$ cat src/rtl/object_render_arbiter_pkg.sv
`default_nettype none
// =============================================================================
// Module  : object_render_arbiter_pkg
// Brief   : Shared widths, colour defaults and FSM encoding for the arbiter.
// Revision: 1.0
// =============================================================================
package object_render_arbiter_pkg;

    localparam int IDX_W       = 3;
    localparam int COLOR_W     = 12;
    localparam int COORD_W_DEF = 10;

    typedef logic [IDX_W-1:0]   obj_idx_t;
    typedef logic [COLOR_W-1:0] color_t;

    localparam color_t TRANSPARENT_DEF = 12'h000;
    localparam color_t BG_COLOR_DEF    = 12'h000;

    typedef enum logic [1:0] {
        ST_IDLE  = 2'd0,
        ST_ISSUE = 2'd1,
        ST_WAIT  = 2'd2,
        ST_DONE  = 2'd3
    } state_t;

endpackage : object_render_arbiter_pkg
`default_nettype wire

$ cat src/rtl/object_render_arbiter_if.sv
`default_nettype none
// =============================================================================
// Module  : object_render_arbiter_if
// Brief   : Slot-table write, pixel request/result and object-ROM port bundle.
// Revision: 1.0
// =============================================================================
interface object_render_arbiter_if #(
    parameter int NUM_SLOTS = 4,
    parameter int COORD_W   = 10,
    parameter int SPRITE_W  = 32,
    parameter int SPRITE_H  = 32
);
    import object_render_arbiter_pkg::*;

    localparam int SLOT_W = $clog2(NUM_SLOTS);
    localparam int ROW_W  = $clog2(SPRITE_H);
    localparam int COL_W  = $clog2(SPRITE_W);

    logic                slot_wr_en;
    logic [SLOT_W-1:0]   slot_wr_addr;
    logic [COORD_W-1:0]  slot_wr_x;
    logic [COORD_W-1:0]  slot_wr_y;
    obj_idx_t            slot_wr_index;
    logic                slot_wr_enable;

    logic                pix_req;
    logic [COORD_W-1:0]  pix_x;
    logic [COORD_W-1:0]  pix_y;
    logic                pix_ready;

    logic                out_valid;
    color_t              out_color;
    logic                out_hit;
    logic [SLOT_W-1:0]   out_slot;

    logic [ROW_W-1:0]    rom_row;
    logic [COL_W-1:0]    rom_col;
    obj_idx_t            rom_index;
    color_t              rom_color;

    modport master (
        output slot_wr_en, slot_wr_addr, slot_wr_x, slot_wr_y, slot_wr_index, slot_wr_enable,
        output pix_req, pix_x, pix_y, rom_color,
        input  pix_ready, out_valid, out_color, out_hit, out_slot,
        input  rom_row, rom_col, rom_index
    );

    modport slave (
        input  slot_wr_en, slot_wr_addr, slot_wr_x, slot_wr_y, slot_wr_index, slot_wr_enable,
        input  pix_req, pix_x, pix_y, rom_color,
        output pix_ready, out_valid, out_color, out_hit, out_slot,
        output rom_row, rom_col, rom_index
    );

endinterface : object_render_arbiter_if
`default_nettype wire

$ cat src/rtl/object_render_arbiter_slot_hit.sv
`default_nettype none
// =============================================================================
// Module  : object_slot_hit
// Brief   : Combinational bounds test of one slot against a pixel, plus offsets.
// Revision: 1.0
// =============================================================================
module object_slot_hit
    import object_render_arbiter_pkg::*;
#(
    parameter int COORD_W  = COORD_W_DEF,
    parameter int SPRITE_W = 32,
    parameter int SPRITE_H = 32,
    parameter int ROW_W    = $clog2(SPRITE_H),
    parameter int COL_W    = $clog2(SPRITE_W)
) (
    input  logic               en_i,
    input  obj_idx_t           index_i,
    input  logic [COORD_W-1:0] x_i,
    input  logic [COORD_W-1:0] y_i,
    input  logic [COORD_W-1:0] pix_x_i,
    input  logic [COORD_W-1:0] pix_y_i,
    output logic               hit_o,
    output logic [ROW_W-1:0]   row_o,
    output logic [COL_W-1:0]   col_o
);
    localparam int EXT_W = COORD_W + 1;

    // One extra bit so an object near the right/bottom edge never wraps to 0.
    logic [EXT_W-1:0] w_px, w_py, w_x0, w_y0, w_x1, w_y1;

    assign w_px = {1'b0, pix_x_i};
    assign w_py = {1'b0, pix_y_i};
    assign w_x0 = {1'b0, x_i};
    assign w_y0 = {1'b0, y_i};
    assign w_x1 = w_x0 + EXT_W'(SPRITE_W);
    assign w_y1 = w_y0 + EXT_W'(SPRITE_H);

    assign hit_o = en_i && (index_i != '0)
                && (w_px >= w_x0) && (w_px < w_x1)
                && (w_py >= w_y0) && (w_py < w_y1);

    assign row_o = ROW_W'(pix_y_i - y_i);
    assign col_o = COL_W'(pix_x_i - x_i);

endmodule : object_slot_hit
`default_nettype wire

$ cat src/rtl/object_render_arbiter.sv
`default_nettype none
// =============================================================================
// Module  : object_render_arbiter
// Brief   : Probes covering object slots in priority order over one ROM port.
// Revision: 1.0
// =============================================================================
module object_render_arbiter
    import object_render_arbiter_pkg::*;
#(
    parameter int     NUM_SLOTS   = 4,
    parameter int     COORD_W     = COORD_W_DEF,
    parameter int     SPRITE_W    = 32,
    parameter int     SPRITE_H    = 32,
    parameter int     ROM_LATENCY = 1,
    parameter color_t TRANSPARENT = TRANSPARENT_DEF,
    parameter color_t BG_COLOR    = BG_COLOR_DEF
) (
    input  logic                    clk,
    input  logic                    rst_n,
    object_render_arbiter_if.slave  bus
);
    localparam int SLOT_W = $clog2(NUM_SLOTS);
    localparam int ROW_W  = $clog2(SPRITE_H);
    localparam int COL_W  = $clog2(SPRITE_W);
    localparam int CNT_W  = $clog2(ROM_LATENCY + 1);

    // Slot table
    logic [NUM_SLOTS-1:0] slot_en_q;
    logic [COORD_W-1:0]   slot_x_q   [NUM_SLOTS];
    logic [COORD_W-1:0]   slot_y_q   [NUM_SLOTS];
    obj_idx_t             slot_idx_q [NUM_SLOTS];

    // Per-slot hit results for the pixel currently on the request bus
    logic [NUM_SLOTS-1:0] w_hit;
    logic [ROW_W-1:0]     w_row [NUM_SLOTS];
    logic [COL_W-1:0]     w_col [NUM_SLOTS];

    // Snapshot taken on accept so slot writes cannot disturb the pixel in flight
    logic [NUM_SLOTS-1:0] pend_q;
    logic [ROW_W-1:0]     lat_row_q [NUM_SLOTS];
    logic [COL_W-1:0]     lat_col_q [NUM_SLOTS];
    obj_idx_t             lat_idx_q [NUM_SLOTS];

    state_t               state_q, state_d;
    logic [CNT_W-1:0]     cnt_q;
    logic [SLOT_W-1:0]    cur_slot_q;
    logic [ROW_W-1:0]     rom_row_q;
    logic [COL_W-1:0]     rom_col_q;
    obj_idx_t             rom_idx_q;
    color_t               out_color_q;
    logic                 out_hit_q;
    logic [SLOT_W-1:0]    out_slot_q;

    logic                 w_ready, w_valid, w_accept, w_last, w_opaque;
    logic [SLOT_W-1:0]    w_sel;

    always_ff @(posedge clk or negedge rst_n) begin
        if (!rst_n) begin
            slot_en_q <= '0;
            for (int s = 0; s < NUM_SLOTS; s++) begin
                slot_x_q[s]   <= '0;
                slot_y_q[s]   <= '0;
                slot_idx_q[s] <= '0;
            end
        end else if (bus.slot_wr_en) begin
            slot_en_q[bus.slot_wr_addr]  <= bus.slot_wr_enable;
            slot_x_q[bus.slot_wr_addr]   <= bus.slot_wr_x;
            slot_y_q[bus.slot_wr_addr]   <= bus.slot_wr_y;
            slot_idx_q[bus.slot_wr_addr] <= bus.slot_wr_index;
        end
    end

    generate
        for (genvar s = 0; s < NUM_SLOTS; s++) begin : g_slot
            object_slot_hit #(
                .COORD_W  (COORD_W),
                .SPRITE_W (SPRITE_W),
                .SPRITE_H (SPRITE_H),
                .ROW_W    (ROW_W),
                .COL_W    (COL_W)
            ) u_hit (
                .en_i    (slot_en_q[s]),
                .index_i (slot_idx_q[s]),
                .x_i     (slot_x_q[s]),
                .y_i     (slot_y_q[s]),
                .pix_x_i (bus.pix_x),
                .pix_y_i (bus.pix_y),
                .hit_o   (w_hit[s]),
                .row_o   (w_row[s]),
                .col_o   (w_col[s])
            );
        end
    endgenerate

    // Lowest pending slot has priority
    always_comb begin
        w_sel = '0;
        for (int i = NUM_SLOTS - 1; i >= 0; i--) begin
            if (pend_q[i]) w_sel = SLOT_W'(i);
        end
    end

    assign w_accept = bus.pix_req && w_ready;
    assign w_last   = (cnt_q == CNT_W'(1));
    assign w_opaque = (bus.rom_color != TRANSPARENT);

    always_ff @(posedge clk or negedge rst_n) begin
        if (!rst_n) state_q <= ST_IDLE;
        else        state_q <= state_d;
    end

    always_comb begin
        state_d = state_q;
        case (state_q)
            ST_IDLE:  if (w_accept) state_d = (|w_hit) ? ST_ISSUE : ST_DONE;
            ST_ISSUE: state_d = ST_WAIT;
            ST_WAIT: begin
                if (w_last) begin
                    if (w_opaque)    state_d = ST_DONE;
                    else if (|pend_q) state_d = ST_ISSUE;
                    else             state_d = ST_DONE;
                end
            end
            ST_DONE:  state_d = ST_IDLE;
            default:  state_d = ST_IDLE;
        endcase
    end

    always_comb begin
        w_ready = (state_q == ST_IDLE);
        w_valid = (state_q == ST_DONE);
    end

    always_ff @(posedge clk or negedge rst_n) begin
        if (!rst_n) begin
            pend_q      <= '0;
            cnt_q       <= '0;
            cur_slot_q  <= '0;
            rom_row_q   <= '0;
            rom_col_q   <= '0;
            rom_idx_q   <= '0;
            out_color_q <= '0;
            out_hit_q   <= 1'b0;
            out_slot_q  <= '0;
            for (int s = 0; s < NUM_SLOTS; s++) begin
                lat_row_q[s] <= '0;
                lat_col_q[s] <= '0;
                lat_idx_q[s] <= '0;
            end
        end else begin
            case (state_q)
                ST_IDLE: begin
                    if (w_accept) begin
                        pend_q <= w_hit;
                        for (int s = 0; s < NUM_SLOTS; s++) begin
                            lat_row_q[s] <= w_row[s];
                            lat_col_q[s] <= w_col[s];
                            lat_idx_q[s] <= slot_idx_q[s];
                        end
                        if (w_hit == '0) begin
                            out_color_q <= BG_COLOR;
                            out_hit_q   <= 1'b0;
                            out_slot_q  <= '0;
                        end
                    end
                end
                ST_ISSUE: begin
                    rom_idx_q      <= lat_idx_q[w_sel];
                    rom_row_q      <= lat_row_q[w_sel];
                    rom_col_q      <= lat_col_q[w_sel];
                    cur_slot_q     <= w_sel;
                    pend_q[w_sel]  <= 1'b0;
                    cnt_q          <= CNT_W'(ROM_LATENCY);
                end
                ST_WAIT: begin
                    cnt_q <= cnt_q - CNT_W'(1);
                    if (w_last) begin
                        if (w_opaque) begin
                            out_color_q <= bus.rom_color;
                            out_hit_q   <= 1'b1;
                            out_slot_q  <= cur_slot_q;
                        end else if (pend_q == '0) begin
                            out_color_q <= BG_COLOR;
                            out_hit_q   <= 1'b0;
                            out_slot_q  <= '0;
                        end
                    end
                end
                default: ;
            endcase
        end
    end

    assign bus.pix_ready = w_ready;
    assign bus.out_valid = w_valid;
    assign bus.out_color = out_color_q;
    assign bus.out_hit   = out_hit_q;
    assign bus.out_slot  = out_slot_q;
    assign bus.rom_row   = rom_row_q;
    assign bus.rom_col   = rom_col_q;
    assign bus.rom_index = rom_idx_q;

endmodule : object_render_arbiter
`default_nettype wire

$ cat src/flat_wrapper.sv
// flat-port wrapper written by rule: the top's interface ports become plain ports
module object_render_arbiter_flat import object_render_arbiter_pkg::*;
#(
    parameter int     NUM_SLOTS   = 4,
    parameter int     COORD_W     = COORD_W_DEF,
    parameter int     SPRITE_W    = 32,
    parameter int     SPRITE_H    = 32,
    parameter int     ROM_LATENCY = 1,
    parameter color_t TRANSPARENT = TRANSPARENT_DEF,
    parameter color_t BG_COLOR    = BG_COLOR_DEF
)
  (clk, rst_n, bus_slot_wr_en, bus_slot_wr_addr, bus_slot_wr_x, bus_slot_wr_y, bus_slot_wr_index, bus_slot_wr_enable, bus_pix_req, bus_pix_x, bus_pix_y, bus_rom_color, bus_pix_ready, bus_out_valid, bus_out_color, bus_out_hit, bus_out_slot, bus_rom_row, bus_rom_col, bus_rom_index);
  object_render_arbiter_if #(.NUM_SLOTS(NUM_SLOTS), .COORD_W(COORD_W), .SPRITE_W(SPRITE_W), .SPRITE_H(SPRITE_H)) bus_i ();
  input  logic clk;
  input  logic rst_n;
  input wire logic [$bits(bus_i.slot_wr_en)-1:0] bus_slot_wr_en;
  input wire logic [$bits(bus_i.slot_wr_addr)-1:0] bus_slot_wr_addr;
  input wire logic [$bits(bus_i.slot_wr_x)-1:0] bus_slot_wr_x;
  input wire logic [$bits(bus_i.slot_wr_y)-1:0] bus_slot_wr_y;
  input wire logic [$bits(bus_i.slot_wr_index)-1:0] bus_slot_wr_index;
  input wire logic [$bits(bus_i.slot_wr_enable)-1:0] bus_slot_wr_enable;
  input wire logic [$bits(bus_i.pix_req)-1:0] bus_pix_req;
  input wire logic [$bits(bus_i.pix_x)-1:0] bus_pix_x;
  input wire logic [$bits(bus_i.pix_y)-1:0] bus_pix_y;
  input wire logic [$bits(bus_i.rom_color)-1:0] bus_rom_color;
  output wire logic [$bits(bus_i.pix_ready)-1:0] bus_pix_ready;
  output wire logic [$bits(bus_i.out_valid)-1:0] bus_out_valid;
  output wire logic [$bits(bus_i.out_color)-1:0] bus_out_color;
  output wire logic [$bits(bus_i.out_hit)-1:0] bus_out_hit;
  output wire logic [$bits(bus_i.out_slot)-1:0] bus_out_slot;
  output wire logic [$bits(bus_i.rom_row)-1:0] bus_rom_row;
  output wire logic [$bits(bus_i.rom_col)-1:0] bus_rom_col;
  output wire logic [$bits(bus_i.rom_index)-1:0] bus_rom_index;
  assign bus_i.slot_wr_en = bus_slot_wr_en;
  assign bus_i.slot_wr_addr = bus_slot_wr_addr;
  assign bus_i.slot_wr_x = bus_slot_wr_x;
  assign bus_i.slot_wr_y = bus_slot_wr_y;
  assign bus_i.slot_wr_index = bus_slot_wr_index;
  assign bus_i.slot_wr_enable = bus_slot_wr_enable;
  assign bus_i.pix_req = bus_pix_req;
  assign bus_i.pix_x = bus_pix_x;
  assign bus_i.pix_y = bus_pix_y;
  assign bus_i.rom_color = bus_rom_color;
  assign bus_pix_ready = bus_i.pix_ready;
  assign bus_out_valid = bus_i.out_valid;
  assign bus_out_color = bus_i.out_color;
  assign bus_out_hit = bus_i.out_hit;
  assign bus_out_slot = bus_i.out_slot;
  assign bus_rom_row = bus_i.rom_row;
  assign bus_rom_col = bus_i.rom_col;
  assign bus_rom_index = bus_i.rom_index;
  object_render_arbiter #(.NUM_SLOTS(NUM_SLOTS), .COORD_W(COORD_W), .SPRITE_W(SPRITE_W), .SPRITE_H(SPRITE_H), .ROM_LATENCY(ROM_LATENCY), .TRANSPARENT(TRANSPARENT), .BG_COLOR(BG_COLOR)) u_core (.clk(clk), .rst_n(rst_n), .bus(bus_i));
endmodule
$ cat config.mk
export PLATFORM = sky130hd
export DESIGN_NAME = object_render_arbiter_flat
export DESIGN_NICKNAME = d
export VERILOG_FILES = /design/src/rtl/object_render_arbiter_pkg.sv /design/src/rtl/object_render_arbiter_if.sv /design/src/rtl/object_render_arbiter_slot_hit.sv /design/src/rtl/object_render_arbiter.sv /design/src/flat_wrapper.sv
export SDC_FILE = /design/constraint.sdc
export NUM_CORES = 1
export LEC_CHECK = 0
export CORE_ASPECT_RATIO = 1.4
export CORE_MARGIN = 5
export CORE_UTILIZATION = 30
export DETAILED_ROUTE_END_ITERATION = 10
export HOLD_SLACK_MARGIN = 0.03
export PLACE_DENSITY = 0.51
export SLEW_MARGIN = 30
export SYNTH_ARGS = -nofsm -noshare
export SYNTH_HDL_FRONTEND = slang
export SYNTH_SLANG_ARGS = --single-unit
$ cat constraint.sdc
create_clock -name clk -period 3.5 [get_ports clk]
set_input_delay 0.7 -clock clk [delete_from_list [all_inputs] [get_ports clk]]
set_output_delay 0.7 -clock clk [all_outputs]
set_load 0.02 [all_outputs]
==> flow_metrics.tcl <==
set metrics [dict create \
    design.core.area_um2 37500 \
    clk_pin_slew_worst_paths_ns 0.08 \
    post_placement_setup_slack_ns -0.327 \
    weighted_congestion_at_the_end_of_routability_driven_global_placement 0.850 \
    register_share_of_total_power 0.355 \
    number_of_max_slew_violations_in_the_final_report 0 \
    worst-path-max-fanout 15 \
    pin_count_of_the_biggest_net_entering_global_routing 92 \
    yosys.area.top_type "sky130_fd_sc_hd__dfrtp_1" \
    yosysUniqueCellTypes 62 \
    result_of_the_run "finished clean" \
    synth_commonest_cells "185 x sky130_fd_sc_hd__dfrtp_1, 132 x sky130_fd_sc_hd__ha_1, 107 x sky130_fd_sc_hd__inv_1" \
    yosys_register_bits 185 \
    ioPinCount 92 \
    final-seq-area_um2 4630 \
    cts_hold_buf 0 \
    timing.final.setup_violations 0 \
    synth_top_area_share 0.406 \
    grt_antenna_before_repair 0 \
    yosys_warnings 0 \
    drive_above_1_share 0.167 \
    async_flop_share 1.00 \
    register_area_share_after_synthesis 0.406 \
    synth_edf_count 0 \
    worstSetupPathType "input pin to flop" \
    timing.final.ws_setup_ns 0.298 \
    synthesis.instances 1107 \
    synth_top_cells_by_area "sky130_fd_sc_hd__dfrtp_1 41%, sky130_fd_sc_hd__ha_1 14%, sky130_fd_sc_hd__mux2_2 9.5%, sky130_fd_sc_hd__o21ai_0 4.6%, sky130_fd_sc_hd__inv_1 3.5%" \
    combined_area_of_the_multi_input_logic_cells_um2 6260 \
    p_int_w 0.00578 \
    leakage_nw 6.36 \
    post_drt_wl_per_cell_um 17.5 \
    fp.dieArea_um2 42000 \
    setup.worst_path.start_class "input pin" \
    drt_iter0_drc 423 \
    die_outline_width_um 175 \
    power.share.clock 0.232 \
    cts_max_path_buffers 2 \
    worst_hold_path_type "input pin to asynchronous set/reset pin" \
    timing.final.crit_share 0.915 \
    die_h_um 241 \
    main_synth_ff_type "sky130_fd_sc_hd__dfrtp_1" \
    first_pass_grt_wire_length_um 49300 \
    net-switching-power_w 0.00341 \
    area_overhead_vs_synth_pct 22.8 \
    power.share.switching 0.371 \
    mappedNetlistArea_um2 11400 \
    library_cell_with_the_highest_instance_count_after_synthesis "sky130_fd_sc_hd__dfrtp_1" \
    power.combinational.fraction 0.413 \
    setup.worst_path.end_class "flop" \
    grt_setup_unrepaired "no" \
    setup_tns_ns 0 \
    fp-row-count 84 \
    grt-ovfl-total 0 \
    cts_made_buffers 17 \
    clock-sinks 185 \
    cp_data_required_time_ns 3.88 \
    groute.usage.overall 0.149 \
    synth_net_count 1309 \
    first_global_vias 8928 \
    power_density_nw_per_um2 657 \
    detail_route.first_pass.iterations 7 \
    finalWorstPathRequiredPeriod_ns 3.20 \
    detail_route.wirelength_um 30500 \
    vdd_ir_drop_max_mv 0.394 \
    syn-mean-instance-area_um2 10.3 \
    timing.clock.skew_ns 0.0112 \
    max_slew.worst_pin.slew_ns 0.764 \
    antenna_cells 0 \
    htree_num_levels 4 \
    drt_drc_violations_left 0 \
    worst-endpoint-arrival_ns 3.58 \
    post_detail_place_hpwl_um 23900 \
    vias 8650 \
    total_power_w 0.00919 \
    cts_tree "done" \
    detail_route.vias_per_cell 4.96 \
    ant_nets 0 \
    clk-insertion-delay-late_ns 0.45 \
    finalNetCount 1459 \
    buffers_added_on_ports 91 \
    fmax_mhz 312 \
    clockRootBuffer "sky130_fd_sc_hd__clkbuf_16" \
    max-cap-violations 0 \
    starting_density_of_the_core 0.304 \
    fill_cells 3667 \
    hold_viol_final 0 \
    slew_headroom 0.491 \
]
[path summary, 6_finish.rpt]
path,from,end,slack [ns],cells past startpoint
hold / removal,rst_n,u_core.bus.rom_col[3],0.29,1
max in group asynchronous,rst_n,u_core.slot_y_q[1],2.45,2
setup reg to reg,u_core.slot_y_q[5],u_core.bus.out_color[2],0.36,14
setup / recovery,bus_pix_y[0],u_core.bus.out_color[2],0.30,13
min in group clk,u_core.lat_col_q[17],u_core.lat_col_q[17],0.48,2
hold reg to reg,u_core.lat_col_q[17],u_core.lat_col_q[17],0.48,2
[cell type report]
class | instances | share of cell area
clock inverters | 15 | 0.0157
flip-flops and latches | 185 | 0.331
clock buffers | 17 | 0.0304
well taps | 473 | 0.0423
repair buffers | 159 | 0.105
inverters | 107 | 0.0287
multi-input cells | 787 | 0.447
[kinds of logic (layout without fill, tap and decap cells)]
kind of cell / Yosys count / in the layout / share of synthesized area
compound gates: 262 / 262 / 0.143
xor+xnor: 42 / 42 / 0.0323
fa+ha+maj: 140 / 140 / 0.159
buf+inv: 135 / 298 / 0.0455
flops: 185 / 185 / 0.406
mux: 114 / 114 / 0.111
simple gates: 229 / 229 / 0.103
[flip-flops by register name, summed over array words and instances (netlist names), 5 cells and up]
name                  cells
u_core.lat_row_q         20
u_core.bus.out_color     12
u_core.bus.rom_col        5
u_core.slot_x_q          40
u_core.slot_idx_q        12
u_core.bus.rom_row        5
u_core.slot_y_q          40
u_core.lat_idx_q         12
u_core.lat_col_q         20
[metal layers]
metal	routed length, um	track usage
met5	0	0
met4	969	0.0553
met3	1040	0.0287
met2	15200	0.262
met1	13300	0.181
[power by group through the flow]
stage | Clock [W] | Combinational, W | Sequential (W)
floorplan | 0 | 0.00235 | 0.00334
global placement | 0 | 0.00377 | 0.00329
detailed placement | 0 | 0.00383 | 0.00331
CTS | 0.00220 | 0.00385 | 0.00327
global route | 0.00228 | 0.00425 | 0.00335
finish | 0.00214 | 0.00380 | 0.00326
[through the flow]
step	area (um2)	instances	util	hold WS [ns]
2_1_floorplan	11400	1107	-	0.404
3_3_place_gp	13400	1711	0.356	0.460
3_5_place_dp	13400	1711	0.356	0.471
4_1_cts	14000	1743	0.373	0.293
5_1_grt	14000	1743	0.373	0.331
6_report	14000	1743	0.373	0.285
[critical path: stages]
cell	delay, ns
sky130_fd_sc_hd__clkdlybuf4s50_1	0.45
sky130_fd_sc_hd__inv_1	0.08
sky130_fd_sc_hd__ha_1	0.24
sky130_fd_sc_hd__fa_1	0.41
sky130_fd_sc_hd__nand2b_1	0.17
sky130_fd_sc_hd__a21oi_1	0.17
sky130_fd_sc_hd__nor2_1	0.08
sky130_fd_sc_hd__o21ai_1	0.29
sky130_fd_sc_hd__buf_4	0.18
sky130_fd_sc_hd__nand4b_2	0.14
sky130_fd_sc_hd__nand4_4	0.17
sky130_fd_sc_hd__a21o_4	0.26
sky130_fd_sc_hd__mux2i_1	0.22
[placed cells by master, fill, tap and decap left out, drive strengths merged, types with 36 or more instances in the layout]
cell / Yosys / routed
dfrtp: 185 / 185
ha: 132 / 132
inv: 107 / 116
o21ai: 109 / 109
mux2: 96 / 96
clkdlybuf4s50: 0 / 90
nand2: 86 / 86
buf: 4 / 68
a21oi: 50 / 50
nor2: 36 / 36
[what timing repair did]
item	in CTS	in global routing
buffers inserted	0	0
gates resized for setup	0	1
endpoints found under the setup margin	0	2
Note: power is estimated with default switching activity, not from simulation.
